File: config.mk
export PLATFORM = sky130hd
export DESIGN_NAME = rv32i_fetch_unit
export DESIGN_NICKNAME = d
export VERILOG_FILES = /design/src/rtl/rv32i_defines.sv /design/src/rtl/fetch_queue.sv /design/src/rtl/rv32i_fetch_unit.sv
export SDC_FILE = /design/constraint.sdc
export NUM_CORES = 1
export LEC_CHECK = 0
export ABC_AREA = 1
export CAP_MARGIN = 20
export CORE_MARGIN = 8
export CORE_UTILIZATION = 60
export DETAILED_ROUTE_END_ITERATION = 12
export PLACE_DENSITY = 0.86
export SYNTH_ARGS = -nofsm -noshare
export SYNTH_HDL_FRONTEND = slang
export SYNTH_SLANG_ARGS = --single-unit
File: constraint.sdc
create_clock -name clk -period 6.9 [get_ports clk]
set_input_delay 1.725 -clock clk [delete_from_list [all_inputs] [get_ports clk]]
set_output_delay 1.725 -clock clk [all_outputs]
set_load 0.005 [all_outputs]
File: src/rtl/rv32i_defines.sv
// Shared RV32I front-end definitions: canonical NOP and the prefetch queue entry layout.
package rv32i_defines;

    localparam int RV_XLEN = 32;

    localparam logic [31:0] INSTR_NOP = 32'h00000013;

    typedef struct packed {
        logic [RV_XLEN-1:0] pc;
        logic [31:0]        data;
        logic               filled;
    } fetch_entry_t;

endpackage

File: src/rtl/fetch_queue.sv
// Prefetch queue: entries are allocated at request time and filled in order as responses return.
module fetch_queue
    import rv32i_defines::*;
#(
    parameter int DEPTH = 4,
    localparam int PW = $clog2(DEPTH),
    localparam int CW = PW + 1
) (
    input  logic               clk,
    input  logic               rst,
    input  logic               flush,
    input  logic               alloc,
    input  logic [RV_XLEN-1:0] alloc_pc,
    input  logic               fill,
    input  logic [31:0]        fill_data,
    input  logic               pop,
    output fetch_entry_t       head,
    output logic [CW-1:0]      count
);

    fetch_entry_t entries [DEPTH];
    logic [PW-1:0] head_ptr;
    logic [PW-1:0] tail_ptr;
    logic [PW-1:0] fill_ptr;

    // alloc, fill and pop always touch distinct entries: alloc needs a free slot,
    // fill needs an allocated unfilled slot, pop needs a filled head.
    always_ff @(posedge clk or negedge rst) begin
        if (!rst) begin
            for (int i = 0; i < DEPTH; i++) begin
                entries[i] <= '{pc: '0, data: INSTR_NOP, filled: 1'b0};
            end
            head_ptr <= '0;
            tail_ptr <= '0;
            fill_ptr <= '0;
            count    <= '0;
        end else if (flush) begin
            for (int i = 0; i < DEPTH; i++) begin
                entries[i].filled <= 1'b0;
            end
            head_ptr <= '0;
            tail_ptr <= '0;
            fill_ptr <= '0;
            count    <= '0;
        end else begin
            if (alloc) begin
                entries[tail_ptr] <= '{pc: alloc_pc, data: INSTR_NOP, filled: 1'b0};
                tail_ptr          <= tail_ptr + PW'(1);
            end
            if (fill) begin
                entries[fill_ptr].data   <= fill_data;
                entries[fill_ptr].filled <= 1'b1;
                fill_ptr                 <= fill_ptr + PW'(1);
            end
            // Clearing on pop keeps a wrapped-around empty head from looking valid.
            if (pop) begin
                entries[head_ptr].filled <= 1'b0;
                head_ptr                 <= head_ptr + PW'(1);
            end
            count <= count + CW'(alloc) - CW'(pop);
        end
    end

    assign head = entries[head_ptr];

endmodule

File: src/rtl/rv32i_fetch_unit.sv
// RV32I fetch front end: PC generation, request issue, in-flight tracking and redirect discard.
module rv32i_fetch_unit
    import rv32i_defines::*;
#(
    parameter int               XLEN             = 32,
    parameter logic [XLEN-1:0]  PC_START_ADDRESS = '0,
    parameter int               DEPTH            = 4
) (
    input  logic            clk,
    input  logic            rst,
    input  logic            ena,
    input  logic            redirect_valid,
    input  logic [XLEN-1:0] redirect_pc,
    output logic            imem_req_valid,
    input  logic            imem_req_ready,
    output logic [XLEN-1:0] imem_req_addr,
    input  logic            imem_resp_valid,
    input  logic [31:0]     imem_resp_data,
    output logic            instr_valid,
    input  logic            instr_ready,
    output logic [31:0]     instr,
    output logic [XLEN-1:0] instr_pc,
    output logic [XLEN-1:0] instr_pc_plus_4,
    output logic [XLEN-1:0] PC
);

    localparam int CW = $clog2(DEPTH) + 1;

    logic [CW-1:0] inflight;
    logic [CW-1:0] discard_cnt;
    logic [CW-1:0] alloc_cnt;
    logic          req_fire;
    logic          resp_fill;
    logic          pop;
    fetch_entry_t  head;

    // Held low during reset so nothing is requested while the state is being cleared.
    assign imem_req_valid = rst & ena & ~redirect_valid
                          & (alloc_cnt < CW'(DEPTH)) & (inflight < CW'(DEPTH));
    assign req_fire       = imem_req_valid & imem_req_ready;
    assign resp_fill      = imem_resp_valid & ~redirect_valid & (discard_cnt == '0);
    assign pop            = head.filled & instr_ready & ena;
    assign imem_req_addr  = PC;

    always_ff @(posedge clk or negedge rst) begin
        if (!rst) begin
            PC          <= PC_START_ADDRESS;
            inflight    <= '0;
            discard_cnt <= '0;
        end else begin
            inflight <= inflight + CW'(req_fire) - CW'(imem_resp_valid);
            if (redirect_valid) begin
                // Every request still outstanding after this cycle belongs to the old stream.
                PC          <= redirect_pc;
                discard_cnt <= inflight - CW'(imem_resp_valid);
            end else begin
                if (req_fire) begin
                    PC <= PC + XLEN'(4);
                end
                if (imem_resp_valid && (discard_cnt != '0)) begin
                    discard_cnt <= discard_cnt - CW'(1);
                end
            end
        end
    end

    fetch_queue #(
        .DEPTH(DEPTH)
    ) u_queue (
        .clk      (clk),
        .rst      (rst),
        .flush    (redirect_valid),
        .alloc    (req_fire),
        .alloc_pc (PC),
        .fill     (resp_fill),
        .fill_data(imem_resp_data),
        .pop      (pop),
        .head     (head),
        .count    (alloc_cnt)
    );

    // Outputs read zero whenever the head holds nothing, which also covers reset.
    assign instr_valid     = head.filled;
    assign instr           = head.filled ? head.data : '0;
    assign instr_pc        = head.filled ? head.pc : '0;
    assign instr_pc_plus_4 = head.filled ? (head.pc + XLEN'(4)) : '0;

endmodule

==> results.json <==
{
  "clk_latency_ns": 0.52,
  "maxCapViolations": 0,
  "cts.sinks": 307,
  "die_h_um": 183.9,
  "reg2regPathDepth": 13,
  "grt_pass1_vias": 16670,
  "cts_root_buffer": "clkbuf_16",
  "synth_xor_area_frac": 0.01554,
  "synth_top_cell_area_share": 0.4366,
  "cp-end-kind": "primary output",
  "die-area_um2": 33810,
  "switching_share": 0.3254,
  "max_slew_margin": 0.3503,
  "p_int_mw": 3.933,
  "finClkSkew_ns": 0.01248,
  "cp-startpoint": "u_queue.head_ptr[0]",
  "slowest_stage": "inv_2",
  "cp_data_arrival_time_ns": 4.21,
  "p_leak_nw": 9.809,
  "worst_pin_slew_ns": 0.9722,
  "grt_setup_unrepaired": "false",
  "final_cell_area_um2": 20200,
  "synth_top_family_by_area": "simple AND/OR/NAND/NOR gates",
  "hold_viol": 0,
  "portBuffers": 232,
  "period_needed_ns": 5.933,
  "synthArstFlopShare": 1.000,
  "reg2reg_to": "u_queue.count[2]",
  "postSynthCellCount": 2278,
  "p_seq_frac": 0.406,
  "grt_max_degree": 138,
  "avgSynthCellArea_um2": 7.422,
  "fmax_ghz": 0.1685,
  "clkTransAtPathRegs_ns": 0.06,
  "hold_path_class": "flop to flop",
  "synth_compound_area_frac": 0.1517,
  "nets": 2504,
  "viasPerCell": 5.825,
  "postLayoutCoreUtil": 0.7270,
  "r2r_start": "u_queue.head_ptr[0]",
  "synth_edf_count": 0,
  "drtIter0Drc": 1889,
  "outcome": "complete, no violations",
  "cts_hold_buf": 0,
  "grt_antenna_before_repair": 0,
  "critPathRequiredTime_ns": 5.18,
  "postCtsSetupBuffers": 0,
  "area_growth_pct": 19.46,
  "drcViolationCount": 0,
  "wl_per_cell_um": 18.31,
  "dr.pass1.iters": 6,
  "comb_power_share": 0.256,
  "cellPowerDensity_nw_per_um2": 288.7,
  "synth.most_common_cell": "nand2_1",
  "rows": 61,
  "yosys_register_bits": 307,
  "core_um2": 27780,
  "layout-drive-gt1-share": 0.05832,
  "crit_path_max_fanout": 137,
  "max-vdd-ir-drop_mv": 0.1886,
  "cts_resized": 0,
  "routed_wl_um": 51510,
  "synthFlopType": "dfrtp_1",
  "die_w_um": 183.9,
  "rrSetupSlack_ns": 2.68,
  "p_clk_frac": 0.338,
  "yosys_warnings": 0,
  "syn_nets": 2372,
  "place_hpwl_um": 33650,
  "setup_viol": 0,
  "path_common_cell": "nand2_1",
  "cts-htree-levels": 2,
  "n_antenna_cell": 0,
  "min_from": "inflight[1]",
  "cts_buffers": 34,
  "grtUsageTotal": 0.3035,
  "gp_congestion": 0.9709,
  "synth_commonest_cells": "713 x nand2_1, 295 x dfrtp_1, 278 x o21ai_0",
  "slowest_delay_ns": 0.68,
  "drv_slew": 0,
  "cp_cell_sequence": "inv_8 -> nand2_1 -> nand3_1 -> nand2_1 -> buf_4 -> inv_2 -> o21ai_0 -> a21oi_1 -> clkdlybuf4s50_1",
  "muxShareOfSynthArea": 0,
  "dpl_cell_area_um2": 18950,
  "dr_total_vias": 16390,
  "worstSetupPathType": "flop to primary output",
  "endpoint": "instr_pc_plus_4[5]",
  "holdWs_ns": 0.4802,
  "ys_top_cells_by_area": "dfrtp_1 44%, nand2_1 16%, o21ai_0 8.2%",
  "synthSimpleGateAreaFrac": 0.2486,
  "grt.overflow.total": 0,
  "grt_pass1_wl_um": 83350,
  "switchingPower_mw": 1.897,
  "yosys.area.top_type": "dfrtp_1",
  "finalCritPeriodShare": 0.8599,
  "synth_cell_types": 42,
  "postRouteAntennaNets": 0,
  "initial_core_util": 0.6086,
  "cts.path.max_buffers": 3,
  "cp-start-kind": "flop",
  "synth_fa_ha_area_frac": 0.01791,
  "ys_seq_area_frac": 0.4553,
  "synth.cell_area_um2": 16910,
  "io_pins": 233,
  "cts_tree": "done",
  "tns_ns": 0
}
logic make-up (layout without fill, tap and decap cells):
logic type                 after synthesis  after routing
and+or+nand+nor                       1030           1030
adders and majority gates               23             23
AOI/OAI and AO/OA                      477            477
DFF                                    307            307
buffers and inverters                  411            568
xor gates and xnor gates                30             30
power groups by stage:
stage / logic, mW / clock network, mW / registers, mW
floorplan: 0.968 / 0 / 2.32
global placement: 1.41 / 0 / 2.36
detailed placement: 1.45 / 0 / 2.38
CTS: 1.48 / 1.98 / 2.36
global route: 1.69 / 2.05 / 2.39
finish: 1.49 / 1.97 / 2.37
how the worst min path moves through the flow:
stage                     depth (start not counted)                  end
after floorplan                                   1          inflight[2]
after global placement                            2  u_queue.entries[12]
after detailed placement                          1          inflight[2]
after CTS                                         2  u_queue.entries[29]
after global routing                              1          inflight[2]
final                                             1          inflight[2]
critical path, delay by kind of cell, from the launching register on:
kind                   cells  cell delay (ns)
AOI/OAI and AO/OA          2             0.41
buffers and inverters      4             2.15
DFF                        1             0.67
and+or+nand+nor            3             0.37
stage by stage:
stage,worst slack (ns),total power [mW],std cells
detailed placement,1.631,3.835,2751
global placement,1.740,3.774,2751
global route,0.7284,6.128,2813
finish,0.9666,5.831,2813
CTS,1.059,5.823,2812
floorplan,3.066,3.290,2278
cell type report:
type	count	area, µm²
clock buffer	50	992.2
clock inverter	11	230.2
fill	2094	7585
inverter	256	973.4
multi-input combinational	1560	7336
sequential	307	7702
tap	378	473.0
timing repair buffer	251	2490
layout by cell type, fill, tap and decap left out, types with 2 or more instances in the layout:
| cell | Yosys | routed |
|---|---|---|
| nand2_1 | 713 | 712 |
| dfrtp_1 | 295 | 293 |
| o21ai_0 | 278 | 278 |
| inv_1 | 246 | 246 |
| clkdlybuf4s50_1 | 0 | 231 |
| nor2_1 | 148 | 148 |
| nand3_1 | 92 | 92 |
| a21oi_1 | 88 | 88 |
| o22ai_1 | 61 | 61 |
| clkbuf_16 | 0 | 35 |
| xor2_1 | 26 | 26 |
| nand2_2 | 21 | 22 |
| ha_1 | 21 | 21 |
| o211ai_1 | 19 | 19 |
| buf_4 | 44 | 18 |
| nor2_2 | 16 | 16 |
| nand4_1 | 16 | 16 |
| nor3_1 | 13 | 13 |
| dfstp_2 | 12 | 12 |
| o21ai_1 | 11 | 11 |
| clkbuf_1 | 48 | 9 |
| inv_2 | 7 | 7 |
| a22oi_1 | 7 | 7 |
| bufinv_16 | 0 | 6 |
| clkbuf_8 | 0 | 6 |
| nand3_2 | 4 | 4 |
| xnor2_1 | 4 | 4 |
| a211oi_1 | 4 | 4 |
| nor2_4 | 3 | 3 |
| o221ai_1 | 3 | 3 |
| inv_8 | 1 | 2 |
| inv_4 | 2 | 2 |
| a31oi_1 | 2 | 2 |
| nand3b_1 | 2 | 2 |
| fa_1 | 2 | 2 |
| clkinv_2 | 0 | 2 |
per-layer routing:
| metal | part of all wire | routed length [µm] | track usage | vias up |
|---|---|---|---|---|
| li1 | - | - | - | 7510 |
| met2 | 0.47 | 24330 | 0.4933 | 989 |
| met5 | 0 | 0 | 0 | - |
| met4 | 0.041 | 2088 | 0.1352 | 0 |
| met3 | 0.098 | 5034 | 0.06344 | 164 |
| met1 | 0.39 | 20050 | 0.3875 | 7724 |
Note: power is estimated with default switching activity, not from simulation.
